$ cat src/rtl/serial_word_receiver.sv
// Serial-in, parallel-out receiver: frames MSB-first bits into WIDTH-bit words
// and hands each word to a one-entry valid/ready buffer with a sticky overrun flag.
module serial_word_receiver #(
  parameter int WIDTH = 4
) (
  input  logic             clk,
  input  logic             rst_n,
  input  logic             sh,
  input  logic             si,
  input  logic             sof,
  output logic [WIDTH-1:0] q,
  output logic             q_valid,
  input  logic             q_ready,
  output logic             busy,
  output logic             overrun,
  input  logic             clr_ovr
);

  localparam int CW = $clog2(WIDTH + 1);
  localparam logic [CW-1:0] CNT_ZERO = CW'(0);
  localparam logic [CW-1:0] CNT_ONE  = CW'(1);
  localparam logic [CW-1:0] CNT_LAST = CW'(WIDTH - 1);

  logic [WIDTH-1:0] sreg_r, sreg_s;
  logic [CW-1:0]    cnt_r, cnt_s;
  logic [WIDTH-1:0] q_r, q_s;
  logic             q_valid_r, q_valid_s;
  logic             overrun_r, overrun_s;
  logic             busy_r;
  logic [WIDTH-1:0] word_s;
  logic             complete_s;
  logic             accept_s;

  // Bit framing: sof re-aligns to bit 0, otherwise the count alone closes a word.
  always_comb begin
    word_s     = {sreg_r[WIDTH-2:0], si};
    sreg_s     = sreg_r;
    cnt_s      = cnt_r;
    complete_s = 1'b0;
    if (sh) begin
      sreg_s = word_s;
      if (sof) begin
        cnt_s = CNT_ONE;
      end else if (cnt_r == CNT_LAST) begin
        cnt_s      = CNT_ZERO;
        complete_s = 1'b1;
      end else begin
        cnt_s = cnt_r + CNT_ONE;
      end
    end else begin
      sreg_s = sreg_r;
    end
  end

  // One-entry output buffer; a completion that cannot be stored sets overrun,
  // and that set outranks a same-edge clr_ovr.
  always_comb begin
    accept_s  = q_valid_r & q_ready;
    q_s       = q_r;
    q_valid_s = q_valid_r;
    if (clr_ovr) begin
      overrun_s = 1'b0;
    end else begin
      overrun_s = overrun_r;
    end
    if (complete_s && (!q_valid_r || accept_s)) begin
      q_s       = word_s;
      q_valid_s = 1'b1;
    end else if (complete_s) begin
      overrun_s = 1'b1;
    end else if (accept_s) begin
      q_valid_s = 1'b0;
    end else begin
      q_valid_s = q_valid_r;
    end
  end

  // State and output registers.
  always_ff @(posedge clk or negedge rst_n) begin
    if (!rst_n) begin
      sreg_r    <= {WIDTH{1'b0}};
      cnt_r     <= CNT_ZERO;
      q_r       <= {WIDTH{1'b0}};
      q_valid_r <= 1'b0;
      overrun_r <= 1'b0;
      busy_r    <= 1'b0;
    end else begin
      sreg_r    <= sreg_s;
      cnt_r     <= cnt_s;
      q_r       <= q_s;
      q_valid_r <= q_valid_s;
      overrun_r <= overrun_s;
      busy_r    <= (cnt_s != CNT_ZERO);
    end
  end

  assign q       = q_r;
  assign q_valid = q_valid_r;
  assign overrun = overrun_r;
  assign busy    = busy_r;

endmodule
$ cat config.mk
export PLATFORM = sky130hd
export DESIGN_NAME = serial_word_receiver
export DESIGN_NICKNAME = d
export VERILOG_FILES = /design/src/rtl/serial_word_receiver.sv
export SDC_FILE = /design/constraint.sdc
export NUM_CORES = 1
export LEC_CHECK = 0
export BUFFER_PORTS_ARGS = -buffer_cell sky130_fd_sc_hd__buf_4
export CAP_MARGIN = 40
export CORE_MARGIN = 8
export CORE_UTILIZATION = 38
export DETAILED_ROUTE_END_ITERATION = 8
export MAX_ROUTING_LAYER = met4
export SLEW_MARGIN = 20
export SYNTH_ARGS = -nofsm -noshare
export SYNTH_HDL_FRONTEND = slang
export SYNTH_SLANG_ARGS = --single-unit
$ cat constraint.sdc
create_clock -name clk -period 1.4 [get_ports clk]
set_input_delay 0 -clock clk [delete_from_list [all_inputs] [get_ports clk]]
set_output_delay 0 -clock clk [all_outputs]
set_load 0.05 [all_outputs]
Yosys cells after proc, flatten, opt, wreduce, memory -nomap -nowiden
Cells that the tools add are included.
Cells by class
  reduce and logical (&&, ||, !) cells: 6
  mux-type cells: 12
  bitwise logic cells: 1
  $add $sub $neg: 1
  equal/unequal tests: 2
Operator list (number)
  $mux W1: 9
  $mux W3: 3
  $add A3 B1 Y3 const B: 1
  $eq A3 B2 Y1 const B: 1
  $reduce_bool A3 Y1: 1
  $ne A2 B1 Y1 const B: 1
  $reduce_and A2 Y1: 1
  $reduce_bool A2 Y1: 1
  $and A1 B1 Y1: 1
  $logic_and A1 B1 Y1: 1
  $logic_not A1 Y1: 1
  $logic_or A1 B1 Y1: 1
Storage, ports and cells
  flip-flop bits (word level): 13
  logic and storage cells: 28
  output and inout port bits: 7

Depth between registers and ports, before layout
  depth after elaboration: 7
  gate-level depth with buffers: 4

Worst setup path after synthesis
No wires, ideal clock.
  kind: register -> register
  start: register q_valid_r, in the netlist q_valid
  end: register q_r[0], in the netlist q[0]
  buffers on the path: 0
  required time: 1.275 ns
  period minus slack after synthesis: 1.449 ns
  stages on the path, launching flop included: 4
  path slack: -0.049 ns
  arrival: 1.324 ns
  library setup time: 0.125 ns
  path through: dfrtp_1 > or2b_1 > nand2_4 > mux2_4
Between the ends
  longest elaborated chain between the ends: 3
  elaborated cells on any way between the ends: 4
  classes of those cells: bitwise (1); reduce/logical (3)
Ends and longest elaborated chain
  start, declared: line 27  | logic q_valid_r, q_valid_s;
  start signal, assigned: line 91  | q_valid_r <= q_valid_s;
  $and A1 B1 Y1 or $logic_not A1 Y1 (tied branches): line 58, 66
  $logic_or A1 B1 Y1 (*): line 66  | if (complete_s && (!q_valid_r || accept_s)) begin
  $logic_and A1 B1 Y1 (*): line 66
  end signal, assigned: line 83  | q_r <= {WIDTH{1'b0}};
  end signal, assigned: line 90  | q_r <= q_s;
  end, declared: line 26  | logic [WIDTH-1:0] q_r, q_s;
Every way passes the cells marked *; elsewhere a longest branch is shown, timed or not.
A chain may end at the register's enable or synchronous reset.

Worst setup path after layout
  start: register cnt_r[0]
  end: register q_r[3], in the netlist q[3]
Between the ends
  longest elaborated chain between the ends: 5
Ends and longest elaborated chain
  start, declared: line 25  | logic [CW-1:0] cnt_r, cnt_s;
  start signal, assigned: line 89  | cnt_r <= cnt_s;
  $eq A3 B2 Y1: line 44  | end else if (cnt_r == CNT_LAST) begin
  $mux W1: line 44
  $mux W1: line 42  | if (sof) begin
  $mux W1: line 40  | if (sh) begin
  $logic_and A1 B1 Y1: line 66
Every way passes these cells.

==> impl_results.md <==
* Maximum level of the CTS H-tree at 1
* Crit Path Category: flop to flop
* Average cell area after synthesis at 13.5 um2
* DRC marker count from the first detailed-route iteration at 2
* Net count reported at finish at 72
* Cell Pwr Density at 1750 nW/um2
* Net count after synthesis at 50
* Rel. slew slack at 84.5%
* Routed wire length at 1070 um
* Capturing point of the worst reg2reg path: q[3]$_DFFE_PN0P_
* Last element of the critical path: q[3]$_DFFE_PN0P_
* Reg2Reg Launch Point: cnt_r[0]$_DFF_PN0_
* I/O Pins at 14
* Vias in the first global route at 368
* Drt wl/cell at 13.5 um
* Outcome: finished clean
* # resized after CTS at 0
* Cell count after synthesis at 42
* Number of clock sinks seen by CTS at 13
* Overall track demand over capacity in global routing at 8.33%
* Port Buf Inserts at 13
* Later-pin clock latency in the skew report at 260 ps
* Highest-count cells in the layout ignoring fill and taps: 15 x buf_4, 12 x dfrtp_1, 4 x mux2_4
* Data arrival at the endpoint of the critical path at 1510 ps
* Final period util at 96.7%
* Antenna violations before repair at 0
* Unrepaired setup endpoints after global routing: no
* Via/cell ratio at 4.91
* Length in cells of the worst reg-to-reg path at 4
* Maxcap violations at 0
* Element type at the critical path start: flop
* Width of the die at 54.7 um
* Hold Buf Count CTS at 3
* Commonest non-fill, non-tap cell in the layout: buf_4
* CTS Buffer Depth at 2
* Final worst path period need at 1350 ps
* Pin count of the biggest net entering global routing at 14
* Total congestion overflow at 0
* Synthesized cell area at 568 um2
* Hold violation total from the final report at 0
* Fraction of final layout cells sized beyond drive strength 1 at 49.2%
* Final Wtd Congestion at 0.721
* Number of register bits inferred by synthesis at 13
* Highest attainable clock frequency at 739 MHz
* Number of vias after detailed routing at 388
* Placement Rows at 14
* Worst Path Max Fanout at 4
* Worst Max-Slew Pin Slew at 231 ps
* Worst Setup End Kind: flop
* Clock buffer count from CTS at 3
* DP Cell Count at 72
* Maximum vdd ir drop at 0.639 mV
* Hold crit path type: input port to flop
* First-pass GRT wire length at 1700 um
* Core Area at 1450 um2
* Clock transition at the registers of the reported paths at 70 ps
* Data required time of the critical path at 1550 ps
* Buffers inserted by post-CTS timing repair at 0
* Effective utilization at floorplan at 39.1%
* Pre-antenna DRT Iters at 4
* Critical path startpoint: cnt_r[0]$_DFF_PN0_
* Final cell count without fillers at 79
* Number of distinct standard cells referenced by the synthesized netlist at 21
* Number of inserted filler cells in the final layout at 139
* Leakage power of the design at 0.367 nW
* Clock tree from TritonCTS: built
* Total inserted antenna cells at 0
* Count of final max-slew check failures at 0
* Skew final at 1.70 ps
* Number of warnings printed during yosys synthesis at 0
* Chip Height at 54.7 um
* Antenna Nets Post-Route at 0
* Count of unresolved DRC violations after routing at 0
* Die area at 2990 um2
* Sum of negative setup slack at 0 ps
* Sequential cell area fraction in the yosys report at 57.3%
* Cell chosen for the clock root: clkbuf_4
* Final number of setup-violating endpoints at 0
* Worst setup slack for register-to-register paths at 50 ps
* Area growth, synth to finish at 33.0%
-- worst max-delay path: stages (launching register included) --
cell and delay (ps):
dfrtp_1 390, ha_2 190, and4bb_2 260, nand2_4 100, mux2_4 300
-- cell type report --
| cell class | count | area (um2) | share of cell area (%) |
|---|---|---|---|
| multi-input combinational | 25 | 229 | 30.3 |
| clock buffer | 4 | 26.3 | 3.48 |
| timing repair buffer | 18 | 143 | 18.9 |
| tap | 16 | 20.0 | 2.65 |
| sequential | 13 | 327 | 43.2 |
| inverter | 3 | 11.3 | 1.49 |
-- through the flow --
step	total power, mW	hold slack, ps	worst slack (ps)	utilization, %	area (um2)
4_1_cts	1.34	60.5	53.4	52.0	756
6_report	1.32	68.7	46.6	52.0	756
2_1_floorplan	0.927	-296	25.7	-	572
3_5_place_dp	1.11	-150	66.8	48.1	699
3_3_place_gp	1.11	-148	81.6	48.1	699
5_1_grt	1.40	77.5	1.98	52.0	756
-- synthesized netlist by cell type, drive strengths merged --
cell type  count  area, um2
mux2           7       93.8
and4bb         1       12.5
inv            3       11.3
a211oi         1       7.51
and2           1       6.26
or2b           1       7.51
nand4b         1       8.76
o21ai          2       10.0
ha             1       12.5
and2b          1       8.76
o22ai          1       6.26
nand3          1       5.00
a31o           1       8.76
nand2          2       15.0
nor2           2       7.51
dfrtp         13        325
o31ai          1       7.51
a2bb2oi        1       8.76
buf            1       5.00
-- how the worst min path moves through the flow --
stage	slack [ps]	from	cells past startpoint	endpoint
2_1_floorplan	-300	rst_n	0	busy$_DFF_PN0_
3_3_place_gp	-150	rst_n	1	sreg_r[0]$_DFFE_PN0P_
3_5_place_dp	-150	rst_n	1	sreg_r[0]$_DFFE_PN0P_
4_1_cts	60	sof	4	q_valid$_DFFE_PN0P_
5_1_grt	80	sof	3	cnt_r[2]$_DFF_PN0_
6_report	70	sof	4	q_valid$_DFFE_PN0P_
-- power by group --
group	switching, mW	internal [mW]
clock network	0.108	0.110
registers	0.0533	0.469
logic	0.347	0.235
total	0.509	0.814
-- layer usage --
| metal | vias up | track usage, % | share of wire, % | wire [um] |
|---|---|---|---|---|
| met5 | - | - | 0 | 0 |
| met4 | 0 | 7.38 | 1.9 | 20 |
| met3 | 2 | 1.63 | 6.1 | 65 |
| met2 | 12 | 10.9 | 43 | 464 |
| met1 | 182 | 10.4 | 49 | 519 |
| li1 | 192 | - | - | - |
-- cell families after synthesis --
family / synth area share [%]
buffers and inverters: 2.86
adder cells (fa/ha/maj): 2.20
AO/OA/AOI/OAI: 8.59
flip-flops: 57.3
AND/OR/NAND/NOR: 12.6
multiplexers: 16.5
-- registers in the layout (all words and copies together) (netlist names) --
register / cells
sreg_r: 3
busy: 1
overrun: 1
q_valid: 1
cnt_r: 3
q: 4
Power figures use the tool's default switching activity.
